`src/rtl/alu_sequencer_if.sv`:
```
// Control bundle between the ALU sequencer and its datapath: run/memory handshake
// and instruction in, bus-driver and load strobes out.
interface alu_sequencer_if;
  logic        Run;
  logic        MemReady;
  logic [31:0] IR;
  logic        PCout;
  logic        Zlowout;
  logic        MDRout;
  logic        MARin;
  logic        PCin;
  logic        MDRin;
  logic        IRin;
  logic        Yin;
  logic        Zin;
  logic        IncPC;
  logic        Read;
  logic        Gra;
  logic        Grb;
  logic        Grc;
  logic        Rin;
  logic        Rout;
  logic [4:0]  AluOp;
  logic        Busy;
  logic        Halted;

  modport master (
    input  Run, MemReady, IR,
    output PCout, Zlowout, MDRout, MARin, PCin, MDRin, IRin, Yin, Zin, IncPC, Read,
    output Gra, Grb, Grc, Rin, Rout, AluOp, Busy, Halted
  );

  modport slave (
    output Run, MemReady, IR,
    input  PCout, Zlowout, MDRout, MARin, PCin, MDRin, IRin, Yin, Zin, IncPC, Read,
    input  Gra, Grb, Grc, Rin, Rout, AluOp, Busy, Halted
  );
endinterface

```
`src/rtl/alu_sequencer.sv`:
```
// Moore control sequencer for a single-bus datapath: fetch (T0..T2) then
// three-step register ALU execute (T3..T5), with halt and nop opcodes.
module alu_sequencer (
  input  logic           Clock,
  input  logic           Clear,
  alu_sequencer_if.master bus
);

  typedef enum logic [2:0] {
    IDLE = 3'd0,
    T0   = 3'd1,
    T1   = 3'd2,
    T2   = 3'd3,
    T3   = 3'd4,
    T4   = 3'd5,
    T5   = 3'd6,
    HALT = 3'd7
  } state_t;

  typedef struct packed {
    logic pc_out;
    logic zlow_out;
    logic mdr_out;
    logic mar_in;
    logic pc_in;
    logic mdr_in;
    logic ir_in;
    logic y_in;
    logic z_in;
    logic inc_pc;
    logic read;
    logic gra;
    logic grb;
    logic grc;
    logic r_in;
    logic r_out;
  } strobes_t;

  localparam logic [4:0] OP_HALT = 5'b11011;

  state_t     state_r;
  state_t     state_next_s;
  strobes_t   ctl_r;
  strobes_t   ctl_next_s;
  logic [4:0] alu_op_r;
  logic [4:0] alu_op_next_s;
  logic       busy_r;
  logic       busy_next_s;
  logic       halted_r;
  logic       halted_next_s;
  logic [4:0] opcode_s;

  assign opcode_s = bus.IR[31:27];

  // Opcodes 00000..00111 are the register-to-register ALU instructions.
  function automatic logic is_alu_op(input logic [4:0] op);
    is_alu_op = (op[4:3] == 2'b00);
  endfunction

  // Next-state selection; Run is only consulted at instruction boundaries.
  always_comb begin
    state_next_s = IDLE;
    case (state_r)
      IDLE: state_next_s = bus.Run ? T0 : IDLE;
      T0:   state_next_s = T1;
      T1:   state_next_s = bus.MemReady ? T2 : T1;
      T2: begin
        if (is_alu_op(opcode_s)) begin
          state_next_s = T3;
        end else if (opcode_s == OP_HALT) begin
          state_next_s = HALT;
        end else begin
          state_next_s = bus.Run ? T0 : IDLE;
        end
      end
      T3:      state_next_s = T4;
      T4:      state_next_s = T5;
      T5:      state_next_s = bus.Run ? T0 : IDLE;
      HALT:    state_next_s = HALT;
      default: state_next_s = IDLE;
    endcase
  end

  // Decode of the state being entered, so the registered strobes line up with it.
  always_comb begin
    ctl_next_s    = '0;
    alu_op_next_s = 5'b00000;
    busy_next_s   = 1'b0;
    halted_next_s = 1'b0;
    case (state_next_s)
      IDLE: begin
        busy_next_s = 1'b0;
      end
      T0: begin
        ctl_next_s.pc_out = 1'b1;
        ctl_next_s.mar_in = 1'b1;
        ctl_next_s.inc_pc = 1'b1;
        ctl_next_s.z_in   = 1'b1;
        busy_next_s       = 1'b1;
      end
      T1: begin
        ctl_next_s.zlow_out = 1'b1;
        // PC loads only on T1 entry so memory wait cycles never re-increment it.
        ctl_next_s.pc_in    = (state_r != T1);
        ctl_next_s.read     = 1'b1;
        ctl_next_s.mdr_in   = 1'b1;
        busy_next_s         = 1'b1;
      end
      T2: begin
        ctl_next_s.mdr_out = 1'b1;
        ctl_next_s.ir_in   = 1'b1;
        busy_next_s        = 1'b1;
      end
      T3: begin
        ctl_next_s.grb   = 1'b1;
        ctl_next_s.r_out = 1'b1;
        ctl_next_s.y_in  = 1'b1;
        busy_next_s      = 1'b1;
      end
      T4: begin
        ctl_next_s.grc   = 1'b1;
        ctl_next_s.r_out = 1'b1;
        ctl_next_s.z_in  = 1'b1;
        alu_op_next_s    = opcode_s;
        busy_next_s      = 1'b1;
      end
      T5: begin
        ctl_next_s.zlow_out = 1'b1;
        ctl_next_s.gra      = 1'b1;
        ctl_next_s.r_in     = 1'b1;
        busy_next_s         = 1'b1;
      end
      HALT: begin
        halted_next_s = 1'b1;
      end
      default: begin
        busy_next_s = 1'b0;
      end
    endcase
  end

  // State and output registers; Clear drops everything to IDLE immediately.
  always_ff @(posedge Clock or negedge Clear) begin
    if (!Clear) begin
      state_r  <= IDLE;
      ctl_r    <= '0;
      alu_op_r <= 5'b00000;
      busy_r   <= 1'b0;
      halted_r <= 1'b0;
    end else begin
      state_r  <= state_next_s;
      ctl_r    <= ctl_next_s;
      alu_op_r <= alu_op_next_s;
      busy_r   <= busy_next_s;
      halted_r <= halted_next_s;
    end
  end

  assign bus.PCout   = ctl_r.pc_out;
  assign bus.Zlowout = ctl_r.zlow_out;
  assign bus.MDRout  = ctl_r.mdr_out;
  assign bus.MARin   = ctl_r.mar_in;
  assign bus.PCin    = ctl_r.pc_in;
  assign bus.MDRin   = ctl_r.mdr_in;
  assign bus.IRin    = ctl_r.ir_in;
  assign bus.Yin     = ctl_r.y_in;
  assign bus.Zin     = ctl_r.z_in;
  assign bus.IncPC   = ctl_r.inc_pc;
  assign bus.Read    = ctl_r.read;
  assign bus.Gra     = ctl_r.gra;
  assign bus.Grb     = ctl_r.grb;
  assign bus.Grc     = ctl_r.grc;
  assign bus.Rin     = ctl_r.r_in;
  assign bus.Rout    = ctl_r.r_out;
  assign bus.AluOp   = alu_op_r;
  assign bus.Busy    = busy_r;
  assign bus.Halted  = halted_r;

endmodule

```
`src/flat_wrapper.sv`:
```
// flat-port wrapper written by rule: the top's interface ports become plain ports
module alu_sequencer_flat 
  (Clock, Clear, bus_Run, bus_MemReady, bus_IR, bus_PCout, bus_Zlowout, bus_MDRout, bus_MARin, bus_PCin, bus_MDRin, bus_IRin, bus_Yin, bus_Zin, bus_IncPC, bus_Read, bus_Gra, bus_Grb, bus_Grc, bus_Rin, bus_Rout, bus_AluOp, bus_Busy, bus_Halted);
  alu_sequencer_if bus_i ();
  input  logic Clock;
  input  logic Clear;
  input wire logic [$bits(bus_i.Run)-1:0] bus_Run;
  input wire logic [$bits(bus_i.MemReady)-1:0] bus_MemReady;
  input wire logic [$bits(bus_i.IR)-1:0] bus_IR;
  output wire logic [$bits(bus_i.PCout)-1:0] bus_PCout;
  output wire logic [$bits(bus_i.Zlowout)-1:0] bus_Zlowout;
  output wire logic [$bits(bus_i.MDRout)-1:0] bus_MDRout;
  output wire logic [$bits(bus_i.MARin)-1:0] bus_MARin;
  output wire logic [$bits(bus_i.PCin)-1:0] bus_PCin;
  output wire logic [$bits(bus_i.MDRin)-1:0] bus_MDRin;
  output wire logic [$bits(bus_i.IRin)-1:0] bus_IRin;
  output wire logic [$bits(bus_i.Yin)-1:0] bus_Yin;
  output wire logic [$bits(bus_i.Zin)-1:0] bus_Zin;
  output wire logic [$bits(bus_i.IncPC)-1:0] bus_IncPC;
  output wire logic [$bits(bus_i.Read)-1:0] bus_Read;
  output wire logic [$bits(bus_i.Gra)-1:0] bus_Gra;
  output wire logic [$bits(bus_i.Grb)-1:0] bus_Grb;
  output wire logic [$bits(bus_i.Grc)-1:0] bus_Grc;
  output wire logic [$bits(bus_i.Rin)-1:0] bus_Rin;
  output wire logic [$bits(bus_i.Rout)-1:0] bus_Rout;
  output wire logic [$bits(bus_i.AluOp)-1:0] bus_AluOp;
  output wire logic [$bits(bus_i.Busy)-1:0] bus_Busy;
  output wire logic [$bits(bus_i.Halted)-1:0] bus_Halted;
  assign bus_i.Run = bus_Run;
  assign bus_i.MemReady = bus_MemReady;
  assign bus_i.IR = bus_IR;
  assign bus_PCout = bus_i.PCout;
  assign bus_Zlowout = bus_i.Zlowout;
  assign bus_MDRout = bus_i.MDRout;
  assign bus_MARin = bus_i.MARin;
  assign bus_PCin = bus_i.PCin;
  assign bus_MDRin = bus_i.MDRin;
  assign bus_IRin = bus_i.IRin;
  assign bus_Yin = bus_i.Yin;
  assign bus_Zin = bus_i.Zin;
  assign bus_IncPC = bus_i.IncPC;
  assign bus_Read = bus_i.Read;
  assign bus_Gra = bus_i.Gra;
  assign bus_Grb = bus_i.Grb;
  assign bus_Grc = bus_i.Grc;
  assign bus_Rin = bus_i.Rin;
  assign bus_Rout = bus_i.Rout;
  assign bus_AluOp = bus_i.AluOp;
  assign bus_Busy = bus_i.Busy;
  assign bus_Halted = bus_i.Halted;
  alu_sequencer u_core (.Clock(Clock), .Clear(Clear), .bus(bus_i));
endmodule
```
`config.mk`:
```
export PLATFORM = sky130hd
export DESIGN_NAME = alu_sequencer_flat
export DESIGN_NICKNAME = d
export VERILOG_FILES = /design/src/rtl/alu_sequencer_if.sv /design/src/rtl/alu_sequencer.sv /design/src/flat_wrapper.sv
export SDC_FILE = /design/constraint.sdc
export NUM_CORES = 1
export LEC_CHECK = 0
export ABC_AREA = 1
export BUFFER_PORTS_ARGS = -buffer_cell sky130_fd_sc_hd__buf_2
export CORE_AREA = 5 5 50 63
export DETAILED_ROUTE_END_ITERATION = 7
export DIE_AREA = 0 0 55 68
export PLACE_DENSITY = 0.67
export SLEW_MARGIN = 10
export SYNTH_ARGS = -nofsm -noshare
export SYNTH_HDL_FRONTEND = slang
export SYNTH_SLANG_ARGS = --single-unit
```
`constraint.sdc`:
```
create_clock -name Clock -period 1 [get_ports Clock]
set_input_delay 0.1 -clock Clock [delete_from_list [all_inputs] [get_ports Clock]]
set_output_delay 0.1 -clock Clock [all_outputs]
set_load 0.01 [all_outputs]
```
======== Word-level counts from Yosys, hierarchy flattened ========
Cells that the tools add are included.
word-level totals
  output and inout bits ................... 23
  bits of input ports ..................... 36
  flip-flop bits (word level) ............. 21
  word-level logic and storage cells ...... 56
cells by class
  mux-type cells .......................... 18
  eq/ne operators ......................... 16
  reduce and logical (&&, ||, !) cells .... 7
operators by type and width
  operator                                               number
  == test 3 bit, second input constant                   8
  one-hot mux 3 bit (7 select lines)                     1
  two-way mux 1 bit                                      13
  == test 3 x 2 -> 1 bit, second input constant          4
  OR reduction 2 bit                                     4
  == test 3 x 1 -> 1 bit, second input constant          2
  two-way mux 3 bit                                      2
  OR reduction 6 bit                                     1
  == test 5 bit, second input constant                   1
  two-way mux 5 bit                                      1
  logical NOT 3 bit                                      1
  inequality test 3 x 2 -> 1 bit, second input constant  1
  logical NOT 2 bit                                      1
  two-way mux 2 bit                                      1

======== Depth between registers and ports, before layout ========
  word-level depth ........................ 7
  depth in mapped cells ................... 9
  mapped depth without buffers ............ 9

======== Least setup slack after synthesis ========
Ideal clock, no wire load.
  kind .................................... flip-flop to flip-flop
  start ................................... register u_core.state_r[0]
  end ..................................... register u_core.busy_r, in the netlist u_core.bus.Busy
  cell stages (with the launch flop) ...... 9
  data arrival time ....................... 0.986 ns
  library setup time ...................... 0.127 ns
  buffers on the path ..................... 0
  setup slack ............................. -0.113 ns
  data required time ...................... 0.873 ns
  cell sequence ........................... dfrtp_1 > inv_2 > nand2_1 > nor2_1 > nor2_1 > nor2_2 > nand2_2 > nand2_1 > nand3_1
on the way
  cells in the longest elaborated chain, start to end .. 6
  elaborated cells on any way between the ends .. 18
  those cells by class .................... eq/ne: 13; mux: 2; reduce/logical: 3
RTL lines
  item                                                  line                  source
  start: declaration                                    alu_sequencer.sv:41   state_t state_r;
  start signal: assignment                              alu_sequencer.sv:151  state_r <= state_next_s;
  == test 3 bit or logical NOT 3 bit (tied branches)    alu_sequencer.sv:63   case (state_r)
  OR reduction 2 bit (no source line)                   -
  one-hot mux 3 bit (7 select lines) (*)                alu_sequencer.sv:63
  named net u_core.state_next_s[0]                      alu_sequencer.sv:42   state_t state_next_s;
  == test 3 x 2 -> 1 bit, or another cell as far along  alu_sequencer.sv:90   case (state_next_s)
  OR reduction 6 bit (no source line) (*)               -
  two-way mux 1 bit (*)                                 alu_sequencer.sv:90
  named net u_core.busy_next_s                          alu_sequencer.sv:48   logic busy_next_s;
  end signal: assignment                                alu_sequencer.sv:154  busy_r <= busy_next_s;
  end: declaration                                      alu_sequencer.sv:47   logic busy_r;
The timed path passes the listed nets; every way through them passes the cells marked *.

==> metrics.md <==
| Metric | Value |
|---|---|
| Commonest cells after routing, fill and taps aside | `buf_2, dfrtp_1, inv_1` |
| Syn Inst Count | `88` |
| Die height | `68 um` |
| Maximum fanout along the worst path | `3` |
| DRC errors left | `0` |
| Final hold violation count | `0` |
| F_max | `754 MHz` |
| 1st-iter DRT viols | `9` |
| CTS Buf Count | `3` |
| Failing checks | `negative setup slack` |
| Post-Syn Area | `826 um2` |
| Synth Register Bits | `20` |
| Avg Cell Area, Syn | `9.38 um2` |
| Gr usage total | `0.108` |
| First-pass GRT wire length | `2790 um` |
| Antenna viol nets, final | `0` |
| Synth Warn # | `0` |
| Simple-Gate Fraction of Synth Area | `0.227` |
| Rel. slew slack | `0.717` |
| Power Density | `1010 mW/mm2` |
| Area of placed instances | `0.00102 mm2` |
| Clock slew at reported path FFs | `0.10 ns` |
| Nature of the critical path startpoint | `flop` |
| Status | `finished, violations left` |
| Largest family of logic cells by synthesized area | `simple AND/OR/NAND/NOR gates` |
| CP startpoint | `u_core.state_r[1]` |
| Most common cell after layout, fill and taps aside | `buf_2` |
| Row cnt | `21` |
| R2R setup slack | `-0.33 ns` |
| Hold Slack | `0.00572 ns` |
| Slew Limit Fails | `0` |
| CP endpoint | `u_core.bus.PCout` |
| Setup crit end kind | `flop` |
| Final setup fails | `16` |
| Critical R2R Capture | `u_core.bus.PCout` |
| Sequential element share of the synthesized area | `0.606` |
| Place WS | `-0.247 ns` |
| Yosys cell types | `16` |
| Vias in the first global route | `669` |
| IO Pins | `59` |
| Reg2Reg Depth | `8` |
| Initial antenna violation count | `0` |
| Final worst-path cycle share | `1.33` |
| Via-per-instance ratio | `4.21` |
| Initial Util | `0.324` |
| Xor and xnor area share after synthesis | `0` |
| Setup TNS | `-3.39 ns` |
| Post-route cell area | `0.00122 mm2` |
| Overflow after GRT | `0` |
| Min-Delay Path Class | `in2reg` |
| Max VDD drop | `0.521 mV` |
| Fin Clk Skew | `0.000803 ns` |
| Drt pass-1 iters | `4` |
| RSZ-0062 raised after global routing | `true` |
| Largest net degree at the start of global routing | `21` |
| Final setup margin | `-0.326 ns` |
| Clock period minus worst slack | `1.33 ns` |
| Arrival time at the worst endpoint | `1.57 ns` |
| Die area | `0.00374 mm2` |
| Area Growth Syn to Fin | `47.9%` |
| # clock sinks | `20` |
| PortBufs | `31` |
| Clk root buf | `clkbuf_4` |
| Antenna Cells | `0` |
| Synth Area in Compound Gates | `0.0348` |
| Fin nets | `169` |
| Worst-Margin Slew | `0.425 ns` |
| Mux cell area share after synthesis | `0` |
| CORE AREA | `0.00255 mm2` |
| Vias | `695` |
| Req. time, crit path | `1.24 ns` |
| Fill cells | `235` |
| H-tree depth | `1` |
| MaxCap Viol Count | `0` |
| WL final | `2000 um` |
| CTS tree | `yes` |
| Lkg Pwr | `0.737 nW` |
| Crit Reg-Reg Startpoint | `u_core.state_r[1]` |
| Global placer's final weighted congestion | `0.782` |
| CP Class | `reg2reg` |
| Syn_nets | `124` |
| Die W | `55 um` |
| Adder-Cell Fraction of Synth Area | `0` |
| WL/cell | `12.1 um` |
| Layout cell share with drive strength beyond 1 | `0.588` |
| Clk buf depth | `2` |
| Clock Latency Late Sink | `0.30 ns` |
| Post-layout util | `0.479` |
| Post-DP HPWL | `1240 um` |
-- final cells by class --
type                    count  area [um2]  area share
flip-flops and latches     20         503       0.412
inverters                  17        71.3      0.0584
repair buffers             46         287       0.235
multi-input cells          45         295       0.242
clock buffers               3        22.5      0.0184
well taps                  34        42.5      0.0348
-- worst min path at each step --
stage | startpoint | endpoint | depth (start not counted)
finish | bus_IR[27] | u_core.bus.AluOp[0] | 3
global route | bus_IR[27] | u_core.bus.AluOp[0] | 3
CTS | bus_IR[27] | u_core.bus.AluOp[0] | 3
detailed placement | Clear | u_core.bus.AluOp[4] | 1
global placement | Clear | u_core.bus.AluOp[3] | 1
floorplan | Clear | u_core.bus.AluOp[0] | 0
-- cells in the mapped netlist --
cell / instances / area share
dfrtp_1: 20 / 0.61
a21oi_4: 1 / 0.020
nand3_1: 2 / 0.012
inv_1: 14 / 0.064
nor3_1: 1 / 0.0061
nand2_4: 1 / 0.014
nand2_2: 1 / 0.0076
nor2_4: 1 / 0.014
a21boi_0: 1 / 0.0091
nand2_1: 14 / 0.064
nor2_1: 20 / 0.091
buf_4: 6 / 0.055
nor3_2: 1 / 0.012
nor2_2: 1 / 0.0076
o21ai_0: 1 / 0.0061
inv_2: 3 / 0.014
-- stage by stage --
stage	cells	power, mW
floorplan	88	0.839
global placement	152	0.873
detailed placement	152	0.875
CTS	161	1.23
global route	165	1.29
finish	165	1.24
-- sequential cells by signal (all words and copies together), names as in the netlist --
register / count
u_core.bus.AluOp: 5
u_core.state_r: 3
u_core.bus.Busy: 1
u_core.bus.Grc: 1
u_core.bus.Halted: 1
u_core.bus.MDRout: 1
u_core.bus.PCin: 1
u_core.bus.PCout: 1
u_core.bus.Read: 1
u_core.bus.Rin: 1
u_core.bus.Rout: 1
u_core.bus.Yin: 1
u_core.bus.Zin: 1
u_core.bus.Zlowout: 1
-- routing by layer --
metal  global-route usage  part of all wire
met4                0.100             0.044
met3               0.0109             0.039
met2                0.198              0.60
met1               0.0978              0.31
met5                    0                 0
-- power breakdown --
part	total [mW]	internal [mW]	switching [mW]
combinational	0.0560	0.0192	0.0368
clock	0.375	0.141	0.234
sequential	0.808	0.808	0
-- logic make-up after synthesis --
| group | count (synthesis) |
|---|---|
| AND/OR/NAND/NOR | 42 |
| AO/OA/AOI/OAI | 3 |
| buffers and inverters | 23 |
| flip-flops | 20 |
-- critical path: stages, from the launching register on --
cell and delay, ns:
dfrtp_2 0.46, buf_4 0.15, nor2_2 0.15, nor2_2 0.06, nor2_2 0.11, nor2_2 0.06
nand2_2 0.08, nand2_2 0.08, nor2_2 0.11
-- repair_timing --
| item | 4_1_cts | 5_1_grt |
|---|---|---|
| pin swaps | 5 | 8 |
| hold endpoints to repair | 20 | 0 |
| gates resized for setup | 14 | 16 |
| hold buffers | 1 | 0 |
| buffers inserted | 5 | 4 |
| endpoints found under the setup margin | 15 | 17 |
No activity file was read; power rests on OpenSTA's default activity.
